[config.mk]
export PLATFORM = sky130hd
export DESIGN_NAME = gate_sweep_ctrl_v_flat
export DESIGN_NICKNAME = d
export VERILOG_FILES = /design/src/rtl/gate_sweep_ctrl_v_if.sv /design/src/rtl/gate_sweep_ctrl_v.sv /design/src/flat_wrapper.sv
export SDC_FILE = /design/constraint.sdc
export NUM_CORES = 1
export LEC_CHECK = 0
export CORE_MARGIN = 1
export CORE_UTILIZATION = 40
export CTS_CLUSTER_DIAMETER = 50
export CTS_CLUSTER_SIZE = 8
export DETAILED_ROUTE_END_ITERATION = 8
export GPL_TIMING_DRIVEN = 0
export MAX_ROUTING_LAYER = met4
export PLACE_DENSITY = 0.67
export SLEW_MARGIN = 20
export SYNTH_ARGS = -nofsm -noshare
export SYNTH_HDL_FRONTEND = slang
export SYNTH_SLANG_ARGS = --single-unit
[constraint.sdc]
create_clock -name i_clk -period 2.7 [get_ports i_clk]
set_clock_uncertainty 0.15 [all_clocks]
set_input_delay 0.405 -clock i_clk [delete_from_list [all_inputs] [get_ports i_clk]]
set_output_delay 0.405 -clock i_clk [all_outputs]
set_load 0.02 [all_outputs]
[src/rtl/gate_sweep_ctrl_v_if.sv]
// Host/gate-side bundle of gate_sweep_ctrl_v: sweep request, function select,
// gate feedback, stimulus vector and sweep results.
interface gate_sweep_ctrl_v_if #(
    parameter int N_IN = 4
);
    logic            i_start;
    logic [2:0]      i_func;
    logic            i_dut_f;
    logic [N_IN-1:0] o_vec;
    logic            o_busy;
    logic            o_done;
    logic            o_pass;
    logic [N_IN:0]   o_err_cnt;
    logic [N_IN-1:0] o_fail_vec;

    modport master (
        output i_start, i_func, i_dut_f,
        input  o_vec, o_busy, o_done, o_pass, o_err_cnt, o_fail_vec
    );

    modport slave (
        input  i_start, i_func, i_dut_f,
        output o_vec, o_busy, o_done, o_pass, o_err_cnt, o_fail_vec
    );
endinterface

[src/rtl/gate_sweep_ctrl_v.sv]
// Exhaustive sweep controller for an N_IN-input gate: drives every input vector,
// checks the gate against a reference function. Option: SWEEP_STOP_ON_FAIL_EN.
module gate_sweep_ctrl_v #(
    parameter int N_IN  = 4,
    parameter int DWELL = 4
) (
    input  logic               i_clk,
    input  logic               i_rst_n,
    gate_sweep_ctrl_v_if.slave bus
);
    localparam int              DW         = (DWELL > 1) ? $clog2(DWELL) : 1;
    localparam logic [DW-1:0]   DWELL_LAST = DW'(DWELL - 1);
    localparam logic [N_IN-1:0] VEC_LAST   = {N_IN{1'b1}};

    typedef enum logic [1:0] {
        IDLE  = 2'd0,
        DRIVE = 2'd1,
        DONE  = 2'd2
    } state_t;

    state_t          state_q, state_d;
    logic [N_IN-1:0] vec_q, vec_d;
    logic [DW-1:0]   dwell_q, dwell_d;
    logic [N_IN:0]   err_cnt_q, err_cnt_d;
    logic [N_IN-1:0] fail_vec_q, fail_vec_d;
    logic            first_fail_q, first_fail_d;
    logic [2:0]      func_q, func_d;

    logic ref_f;
    logic sample;
    logic mismatch;

    // Reference is a reduction over the whole vector, optionally inverted.
    always_comb begin
        ref_f = 1'b0;
        case (func_q)
            3'd0:    ref_f = &vec_q;
            3'd1:    ref_f = ~&vec_q;
            3'd2:    ref_f = |vec_q;
            3'd3:    ref_f = ~|vec_q;
            3'd4:    ref_f = ^vec_q;
            3'd5:    ref_f = ~^vec_q;
            default: ref_f = 1'b0;
        endcase
    end

    assign sample   = (state_q == DRIVE) && (dwell_q == DWELL_LAST);
    assign mismatch = (bus.i_dut_f != ref_f);

    always_comb begin
        state_d      = state_q;
        vec_d        = vec_q;
        dwell_d      = dwell_q;
        err_cnt_d    = err_cnt_q;
        fail_vec_d   = fail_vec_q;
        first_fail_d = first_fail_q;
        func_d       = func_q;
        case (state_q)
            IDLE, DONE: begin
                if (bus.i_start) begin
                    state_d      = DRIVE;
                    func_d       = bus.i_func;
                    err_cnt_d    = '0;
                    fail_vec_d   = '0;
                    first_fail_d = 1'b0;
                    vec_d        = '0;
                    dwell_d      = '0;
                end
            end
            DRIVE: begin
                if (!sample) begin
                    dwell_d = dwell_q + DW'(1);
                end else begin
                    dwell_d = '0;
                    if (mismatch) begin
                        err_cnt_d = err_cnt_q + (N_IN+1)'(1);
                        if (!first_fail_q) begin
                            fail_vec_d   = vec_q;
                            first_fail_d = 1'b1;
                        end
                    end
`ifdef SWEEP_STOP_ON_FAIL_EN
                    // Stop leaves vec_q frozen on the failing vector.
                    if (mismatch || (vec_q == VEC_LAST)) begin
                        state_d = DONE;
                    end else begin
                        vec_d = vec_q + N_IN'(1);
                    end
`else
                    if (vec_q == VEC_LAST) begin
                        state_d = DONE;
                    end else begin
                        vec_d = vec_q + N_IN'(1);
                    end
`endif
                end
            end
            default: state_d = IDLE;
        endcase
    end

    always_ff @(posedge i_clk or negedge i_rst_n) begin
        if (!i_rst_n) begin
            state_q      <= IDLE;
            vec_q        <= '0;
            dwell_q      <= '0;
            err_cnt_q    <= '0;
            fail_vec_q   <= '0;
            first_fail_q <= 1'b0;
            func_q       <= '0;
        end else begin
            state_q      <= state_d;
            vec_q        <= vec_d;
            dwell_q      <= dwell_d;
            err_cnt_q    <= err_cnt_d;
            fail_vec_q   <= fail_vec_d;
            first_fail_q <= first_fail_d;
            func_q       <= func_d;
        end
    end

    assign bus.o_vec      = vec_q;
    assign bus.o_busy     = (state_q == DRIVE);
    assign bus.o_done     = (state_q == DONE);
    assign bus.o_pass     = (state_q == DONE) && (err_cnt_q == '0);
    assign bus.o_err_cnt  = err_cnt_q;
    assign bus.o_fail_vec = fail_vec_q;
endmodule

[src/flat_wrapper.sv]
// flat-port wrapper written by rule: the top's interface ports become plain ports
module gate_sweep_ctrl_v_flat 
#(
    parameter int N_IN  = 4,
    parameter int DWELL = 4
)
  (i_clk, i_rst_n, bus_i_start, bus_i_func, bus_i_dut_f, bus_o_vec, bus_o_busy, bus_o_done, bus_o_pass, bus_o_err_cnt, bus_o_fail_vec);
  gate_sweep_ctrl_v_if #(.N_IN(N_IN)) bus_i ();
  input  logic i_clk;
  input  logic i_rst_n;
  input wire logic [$bits(bus_i.i_start)-1:0] bus_i_start;
  input wire logic [$bits(bus_i.i_func)-1:0] bus_i_func;
  input wire logic [$bits(bus_i.i_dut_f)-1:0] bus_i_dut_f;
  output wire logic [$bits(bus_i.o_vec)-1:0] bus_o_vec;
  output wire logic [$bits(bus_i.o_busy)-1:0] bus_o_busy;
  output wire logic [$bits(bus_i.o_done)-1:0] bus_o_done;
  output wire logic [$bits(bus_i.o_pass)-1:0] bus_o_pass;
  output wire logic [$bits(bus_i.o_err_cnt)-1:0] bus_o_err_cnt;
  output wire logic [$bits(bus_i.o_fail_vec)-1:0] bus_o_fail_vec;
  assign bus_i.i_start = bus_i_start;
  assign bus_i.i_func = bus_i_func;
  assign bus_i.i_dut_f = bus_i_dut_f;
  assign bus_o_vec = bus_i.o_vec;
  assign bus_o_busy = bus_i.o_busy;
  assign bus_o_done = bus_i.o_done;
  assign bus_o_pass = bus_i.o_pass;
  assign bus_o_err_cnt = bus_i.o_err_cnt;
  assign bus_o_fail_vec = bus_i.o_fail_vec;
  gate_sweep_ctrl_v #(.N_IN(N_IN), .DWELL(DWELL)) u_core (.i_clk(i_clk), .i_rst_n(i_rst_n), .bus(bus_i));
endmodule
# [Word-level counts from Yosys, hierarchy flattened]
# Cells that the tools add are included.
[totals] wordCells=69 in_bits=7 output_inout_bits=16 reg_bits=21
[classes] reduce_logical=19 addsub=3 n_eq_ne=16 muxes=24
[ops] cell="$mux 4" count=6
[ops] cell="$pmux 4 s2" count=2
[ops] cell="$mux 5" count=3
[ops] cell="$reduce_and 4->1" count=3
[ops] cell="$mux 2" count=5
[ops] cell="$pmux 5 s2" count=1
[ops] cell="$pmux 2 s2" count=2
[ops] cell="$eq 3x2->1 const B" count=2
[ops] cell="$eq 3x3->1 const B" count=2
[ops] cell="$ne 2x1->1 const B" count=3
[ops] cell="$ne 2x2->1 const B" count=3
[ops] cell="$pmux 1 s6" count=1
[ops] cell="$add 5x1->5 const B" count=1
[ops] cell="$logic_not 5->1" count=1
[ops] cell="$reduce_and 5->1" count=1
[ops] cell="$add 4x1->4 const B" count=1
[ops] cell="$eq 2x2->1 const B" count=2
[ops] cell="$eq 4x4->1 const B" count=1
[ops] cell="$reduce_and 2->1" count=2
[ops] cell="$reduce_or 4->1" count=1
[ops] cell="$reduce_xnor 4->1" count=1
[ops] cell="$reduce_xor 4->1" count=1
[ops] cell="$eq 3x1->1 const B" count=1
[ops] cell="$logic_not 3->1" count=1
[ops] cell="11 further kinds" count=15

# [Logic depth before layout (Yosys ltp)]
[depth] word_depth=7 ltp_mapped=7 depth_no_buf=7

# [Least setup slack after synthesis]
# Ideal clock, no wire load.
[synth_path] path_type="register to register" start="register u_core.vec_q[0], in the netlist u_core.bus.o_vec[0]" end="register u_core.err_cnt_q[1], in the netlist u_core.bus.o_err_cnt[1]" setup_slack_ns=0.009 t_arrival_ns=2.416 path_stages_with_launch=8 n_path_buf=0 setup_ns=0.125 period_less_slack_ns=2.691 path_cell_list="dfrtp_1 -> inv_1 -> ha_1 -> xor3_1 -> and3b_4 -> or4_4 -> and2_4 -> mux2_4"
[synth_between] elab_chain_len=6 word_cells_on_any_way=10 classes_between="2 x eq/ne; 1 x mux; 7 x reduce/logical"
[synth_lines] element="start: declaration" line_no="gate_sweep_ctrl_v.sv:22" source="logic [N_IN-1:0] vec_q, vec_d;"
[synth_lines] element="start signal: assignment" line_no="gate_sweep_ctrl_v.sv:113" source="vec_q <= vec_d;"
[synth_lines] element="$reduce_or 4->1 / $reduce_and 4->1 (equally long branches)"
[synth_lines] element="$logic_not 1->1, on equally long branches" line_no="gate_sweep_ctrl_v.sv:40, gate_sweep_ctrl_v.sv:38"
[synth_lines] element="$pmux 1 s6 *" line_no="gate_sweep_ctrl_v.sv:36" source="case (func_q)"
[synth_lines] element="$ne 1x1->1 *" line_no="gate_sweep_ctrl_v.sv:48" source="assign mismatch = (bus.i_dut_f != ref_f);"
[synth_lines] element="$ne 2x1->1 (no line) *"
[synth_lines] element="$reduce_and 4->1 (no line) *"
[synth_lines] element="end signal: assignment" line_no="gate_sweep_ctrl_v.sv:115" source="err_cnt_q <= err_cnt_d;"
[synth_lines] element="end: declaration" line_no="gate_sweep_ctrl_v.sv:24" source="logic [N_IN:0] err_cnt_q, err_cnt_d;"
# Every way passes the cells marked *; elsewhere a longest branch is shown, timed or not.
# A chain may end at the register's enable or synchronous reset.

# [Worst setup path after layout]
[layout_path] start="register u_core.vec_q[2], in the netlist u_core.bus.o_vec[2]" end="register u_core.err_cnt_q[1], in the netlist u_core.bus.o_err_cnt[1]"
# The elaborated chain is that of the path after synthesis.

==> metrics.md <==
| Metric | Value |
|---|---|
| Netlist cell types | `38` |
| Min setup slack post-route | `about 0.12 ns` |
| Critical-path maximum fanout | `5` |
| Reg2Reg Launch Point | `u_core.bus.o_vec[2]` |
| Die Height | `about 56 um` |
| Initial Util | `0.425` |
| Pre-Repair DR Iteration Count | `4` |
| Later-pin clock latency in the skew report | `0.30 ns` |
| GR Util met3 | `0.0300` |
| Max transition margin | `0.664` |
| Final slew viol count | `0` |
| Clock sinks | `21` |
| Area contributors post-synth | `dfrtp_1, nand2_1, ha_1` |
| Synth Warn # | `0` |
| NumNets Final | `roughly 170` |
| Clock root cell | `clkbuf_4` |
| Gr busiest metal | `met2` |
| CTS Buf Count | `3` |
| Per-cell routed wire length | `13.9 um` |
| DRT antenna net count | `0` |
| Slowest CP cell | `or4_4` |
| Setup slack at placement | `-0.0683 ns` |
| Htree depth | `1` |
| Psw | `0.000706 W` |
| Largest area contributor in the netlist | `dfrtp_1` |
| Layout cells sized above 1 | `0.126` |
| DP Cell Count | `175` |
| Hpwl dp | `1.83 mm` |
| Minimum clock period | `roughly 2.6 ns` |
| Unrepaired setup endpoints after global routing | `no` |
| Mapped Nets | `136` |
| Clk pwr share | `0.091` |
| Via count | `roughly 970` |
| I/O Pins | `23` |
| R2R depth | `7` |
| CTS tree | `done` |
| Wire length of the first global-routing pass | `4.44 mm` |
| Internal power | `0.000982 W` |
| Mapped cell area | `between 1000 and 1500 sq um` |
| # setup viols final | `0` |
| Area share of the largest cell type after synthesis | `0.444` |
| Total GRT Usage | `0.183` |
| LEAKAGE | `0.667 nW` |
| Initial drt markers | `15` |
| Rows | `19` |
| List of most frequent post-synthesis cells | `nand2_1, dfrtp_1, inv_1, nand3_1, ha_1` |
| Crit Path Category | `reg2reg` |
| Core footprint | `around 2800 sq um` |
| CP endpoint | `u_core.bus.o_err_cnt[1]` |
| Cells after Synth | `122` |
| Die ar. | `roughly 3200 sq um` |
| Drt total wl | `2.54 mm` |
| Antenna violations before repair | `0` |
| M2 GR Usage | `0.291` |
| Setup crit start kind | `flip-flop` |
| Number of enable flip-flop cells after synthesis | `0` |
| Peak VDD IR | `649 uV` |
| HP Class | `reg2reg` |
| FMAX | `388 MHz` |
| Area growth, synth to finish | `28.9%` |
| Outcome | `finished clean` |
| Crit. Startpoint | `u_core.bus.o_vec[2]` |
| Comb power frac | `0.567` |
| Sw frac | `0.418` |
| Worst R2R Setup Slack | `around 0.12 ns` |
| Met1 Track Usage GR | `0.240` |
| Seq pwr share | `0.342` |
| Antenna Cells | `0` |
| Asr flop ratio synth | `1.00` |
| Clock transition at path regs | `0.12 ns` |
| Reg2reg end | `u_core.bus.o_err_cnt[1]` |
| Sequential share of the synthesized area | `0.444` |
| Crit-path max cell delay | `0.59 ns` |
| Gp weighted congestion | `0.762` |
| Final design utilization | `0.548` |
| Via density | `approximately 5.4` |
| PwrDens | `1110 nW/um^2` |
| Most common cell in the netlist | `nand2_1` |
| Kind of end point of the critical path | `flip-flop` |
| Max-cap viol count | `0` |
| CP Data Arrival Time | `2.62 ns` |
| Fin crit share | `0.956` |
| WP data required | `2.74 ns` |
| Measured slew at the worst slew-check pin | `0.502 ns` |
| Final hold viol count | `0` |
| DR DRC count | `0` |
| Cell Count, Final, Fillers Out | `182` |
| Clock buffer depth | `2` |
| Register bit total from synthesis | `21` |
| Critical-path cell list | `buf_4, ha_1, and3b_1, o21a_1, or4_4, and2_4, mux2_4` |
| Ys flop type | `dfrtp_1` |
| Gr ovfl total | `0` |
| Largest net degree at the start of global routing | `22` |
| Syn_area_per_cell | `9.69 sq um` |
| Die Width | `56.4 um` |
| Port buffer count | `22` |
| Number of global-route vias before repair | `980` |
what timing repair did:
item / in CTS / in global routing
setup endpoints to repair: 5 / 6
pin swaps: 0 / 1
hold buffers: 0 / 1
endpoints found under the hold margin: 0 / 21
gates cloned: 0 / 0
resized for setup: 4 / 3
setup buffers: 0 / 2
critical path, delay by kind of cell (launching register included):
| family | cells | cell delay [ns] |
|---|---|---|
| simple gates | 3 | 0.96 |
| flops | 1 | 0.44 |
| mux | 1 | 0.29 |
| fa+ha+maj | 1 | 0.24 |
| compound gates | 1 | 0.23 |
| buf+inv | 1 | 0.15 |
metrics by stage:
| step | setup TNS [ns] | instance area [sq um] | total power, W | hold WS, ns |
|---|---|---|---|---|
| 3_5_place_dp | -0.0851 | 1440 | 0.00147 | 0.338 |
| 6_report | 0 | 1520 | 0.00169 | 0.352 |
| 3_3_place_gp | -0.0384 | 1440 | 0.00144 | 0.329 |
| 2_1_floorplan | 0 | 1180 | 0.00117 | -0.0406 |
| 4_1_cts | 0 | 1490 | 0.00167 | 0.359 |
| 5_1_grt | 0 | 1520 | 0.00183 | 0.387 |
cells by family after synthesis:
family,share of synthesized area
simple gates,0.229
compound gates,0.130
mux,0.0635
flops,0.444
xor+xnor,0.0275
fa+ha+maj,0.0741
buf+inv,0.0317
worst min-delay path by stage:
stage | from | to | slack [ns] | depth (start not counted)
3_5_place_dp | u_core.dwell_q[0] | u_core.dwell_q[0] | 0.34 | 1
3_3_place_gp | u_core.dwell_q[0] | u_core.dwell_q[0] | 0.33 | 1
4_1_cts | u_core.dwell_q[0] | u_core.dwell_q[0] | 0.36 | 1
5_1_grt | u_core.dwell_q[0] | u_core.dwell_q[0] | 0.39 | 1
2_1_floorplan | i_rst_n | u_core.bus.o_err_cnt[0] | -0.04 | 0
6_report | u_core.dwell_q[0] | u_core.dwell_q[0] | 0.35 | 1
layout make-up:
type	count	area [sq um]
Timing Repair Buffer	25	240
Inverter	9	33.8
Buffer	1	3.75
Clock buffer	4	26.3
Tap cell	31	38.8
Fill cell	262	1260
Sequential cell	21	528
Multi-Input combinational cell	91	653
state kept, by name, indices dropped and copies added, names as in the netlist:
register / count
u_core.bus.o_err_cnt: 5
u_core.bus.o_fail_vec: 4
u_core.bus.o_vec: 4
u_core.func_q: 3
u_core.dwell_q: 2
u_core.state_q: 2
u_core.first_fail_q: 1
cells in the final DEF, fill, tap and decap left out, types with 3 or more instances in the layout:
cell type and instances:
inv_1 7, o21ai_0 4, mux2i_1 6, nand3_1 8, clkdlybuf4s50_1 21, nor2_1 5, nand2b_1 3, dfrtp_1 19
nand2_1 24, ha_1 6, a21oi_1 4, clkbuf_4 3
layer usage:
| layer | up-vias | part of all wire |
|---|---|---|
| met5 | - | 0 |
| met4 | 0 | 0.017 |
| met3 | 6 | 0.025 |
| met2 | 16 | 0.47 |
| met1 | 467 | 0.48 |
| li1 | 485 | - |
power by group through the flow:
stage               registers, W  clock network (W)  logic, W
finish                  0.000577           0.000154  0.000957
CTS                     0.000581           0.000160  0.000925
global placement        0.000578                  0  0.000866
floorplan               0.000652                  0  0.000515
global route            0.000603           0.000173   0.00105
detailed placement      0.000585                  0  0.000889
Power figures use the tool's default switching activity.
==> edit (same flow settings) <==
`N_IN` is set to 4 in 3 places; all go to 2.
--- a/src/rtl/gate_sweep_ctrl_v_if.sv
+++ b/src/rtl/gate_sweep_ctrl_v_if.sv
@@ -3,3 +3,3 @@
 interface gate_sweep_ctrl_v_if #(
-    parameter int N_IN = 4
+    parameter int N_IN = 2
 );
--- a/src/rtl/gate_sweep_ctrl_v.sv
+++ b/src/rtl/gate_sweep_ctrl_v.sv
@@ -3,3 +3,3 @@
 module gate_sweep_ctrl_v #(
-    parameter int N_IN  = 4,
+    parameter int N_IN  = 2,
     parameter int DWELL = 4
--- a/src/flat_wrapper.sv
+++ b/src/flat_wrapper.sv
@@ -3,3 +3,3 @@
 #(
-    parameter int N_IN  = 4,
+    parameter int N_IN  = 2,
     parameter int DWELL = 4
Interface: changed (resized bus_o_err_cnt, bus_o_fail_vec and bus_o_vec); port bits go from 23 to 17. No check against the original RTL was run, so the function may have changed too.
==> edit against the unedited design <==
Sequential share of layout area up 1.7 points; utilization up 1.9 points; design area fell by 32%; routed wire length fell by 43%; maximum frequency is 16% higher; hold slack got worse by 0.013 ns; die area is 30% lower; area after synthesis decreased by 31%; power shrank 33%; sequential cell count decreased by 6; setup slack better by 0.36 ns; critical path type is now register to output pin.
==> edit: results (changes against the unedited design) <==
| Item | This run | Change |
| --- | --- | --- |
| Proportion of layout cells with a drive suffix above 1 | 9.18% | -3.4 points |
| Dpl cell area | 1010 sq um | -30% |
| Largest driver fanout on the critical path | 3 | -2 |
| Hold Crit Start | u_core.first_fail_q |  |
| Synth Area per Inst | 10.4 sq um | +7.7% |
| Ratio of routed vias to standard cells | 4.82 | -9.9% |
| Worst-path cell with the longest stage delay | sky130_fd_sc_hd__clkdlybuf4s50_1 |  |
| Placed wire-length estimate | 1090 microns | -40% |
| Most instantiated cells after synthesis | sky130_fd_sc_hd__dfrtp_1, sky130_fd_sc_hd__nand2_1, sky130_fd_sc_hd__inv_1, sky130_fd_sc_hd__mux2i_1 |  |
| Max IR drop VDD | 0.000543 V | -16% |
| End of the worst register-to-register path | u_core.bus.o_err_cnt[0] |  |
| Number of global-route vias before repair | 555 | -43% |
| Slack of the worst reg-to-reg path | 0.69 ns | +0.57 ns |
| Worst Hold Endpoint | u_core.first_fail_q |  |
| Count of buffers added by post-CTS timing repair for setup | 0 | unchanged |
| First-pass iteration count of the detailed router | 2 | -2 |
| Mapped Nets | 90 | -34% |
| Worst rel slew slack | 54.8% | -12 points |
| Outcome | finished, final reports clean |  |
| Filler-free cell count of the finished design | 123 | -32% |
| Largest cells by area after synthesis | sky130_fd_sc_hd__dfrtp_1, sky130_fd_sc_hd__mux2i_1, sky130_fd_sc_hd__ha_1 |  |
| Average wire per cell in the routed design | 11.7 microns | -16% |
| Pin count of the biggest net entering global routing | 16 | -27% |
| Portion of the post-synthesis area used by sequential elements | 46.1% | +1.6 points |
| Final-layout worst hold slack | 0.338 ns | -0.0134 ns |
| Number of cells on the worst hold path | 2 | +1 |
| Family with the most delay on the worst path | buffers and inverters |  |
| Antenna violations before repair | 0 | unchanged |
| Number of library cell types mapped by synthesis | 22 | -42% |
| Global router's overall resource usage | 16.9% | -1.5 points |
| Port buffer count | 16 | -27% |
| Worst skew pair latency | 0.28 ns | -0.02 ns |
| Final layout net count | 111 | -33% |
| Arr. time, crit path | 1.66 ns | -0.96 ns |
| Violation count after the first detailed-route iteration | 7 | -8 |
| RR Startpoint | u_core.bus.o_vec[0] |  |
| Leakage component of the power | 0.504 nW | -25% |
| Clock-pin slew on the worst setup and hold paths | 0.09 ns | -0.03 ns |
| Total of cells resized after clock tree synthesis | 0 | -4 |
==> edit: worst max-delay path by stage <==
| stage | startpoint | endpoint | cells after the start | slack [ns] |
|---|---|---|---|---|
| 4_1_cts | u_core.state_q[0] | bus_o_pass | 3 | 0.46 |
| 6_report | u_core.state_q[0] | bus_o_pass | 3 | 0.48 |
| 5_1_grt | u_core.bus.o_err_cnt[0] | bus_o_pass | 4 | 0.40 |
| 3_5_place_dp | bus_i_dut_f | u_core.bus.o_fail_vec[1] | 6 | 0.56 |
| 2_1_floorplan | u_core.bus.o_vec[0] | u_core.bus.o_err_cnt[0] | 7 | 0.69 |
| 3_3_place_gp | bus_i_dut_f | u_core.bus.o_fail_vec[0] | 6 | 0.60 |
==> edit: area by class of cell <==
class	count	area [sq um]
Buffer	2	8.76
Fill cell	188	788
Timing Repair Buffer	16	160
Tap cell	25	31.3
Sequential cell	15	375
Clock buffer	4	26.3
Inverter	7	26.3
Multi-Input combinational cell	54	404
==> edit: cell families after synthesis <==
| kind of cell | synth area share (%) |
|---|---|
| simple gates | 14.6 |
| xor+xnor | 5.38 |
| compound gates | 9.22 |
| buf+inv | 4.30 |
| flops | 46.1 |
| mux | 12.7 |
| fa+ha+maj | 7.68 |
==> edit: power by group <==
| part | internal (mW) | leakage [nW] | switching, mW |
|---|---|---|---|
| clock | 0.0573 | 0.0150 | 0.0695 |
| combinational | 0.289 | 0.301 | 0.297 |
| sequential | 0.322 | 0.187 | 0.0888 |
| total | 0.669 | 0.504 | 0.455 |
==> edit: worst reg2reg max path, cell delays in order, from the launching register on <==
cell and delay (ns):
sky130_fd_sc_hd__dfrtp_1 0.42, sky130_fd_sc_hd__inv_1 0.08, sky130_fd_sc_hd__ha_1 0.33, sky130_fd_sc_hd__xor2_1 0.18, sky130_fd_sc_hd__mux2i_1 0.14, sky130_fd_sc_hd__a22oi_2 0.25
sky130_fd_sc_hd__o2111ai_2 0.19, sky130_fd_sc_hd__mux2i_1 0.16
==> edit: per-stage QoR <==
step           util [%]  worst slack [ns]
4_1_cts            56.7             0.459
3_3_place_gp       55.3             0.604
2_1_floorplan         -             0.694
5_1_grt            56.7             0.399
6_report           56.7             0.482
3_5_place_dp       55.3             0.556
==> edit: layer usage <==
metal / GRT usage [%] / share of wire (%) / vias to the layer above
met1: 21.9 / 52 / 283
met2: 24.7 / 45 / 10
met4: 5.14 / 0 / 0
met3: 5.77 / 3.5 / 0
li1: - / - / 300
met5: - / 0 / -
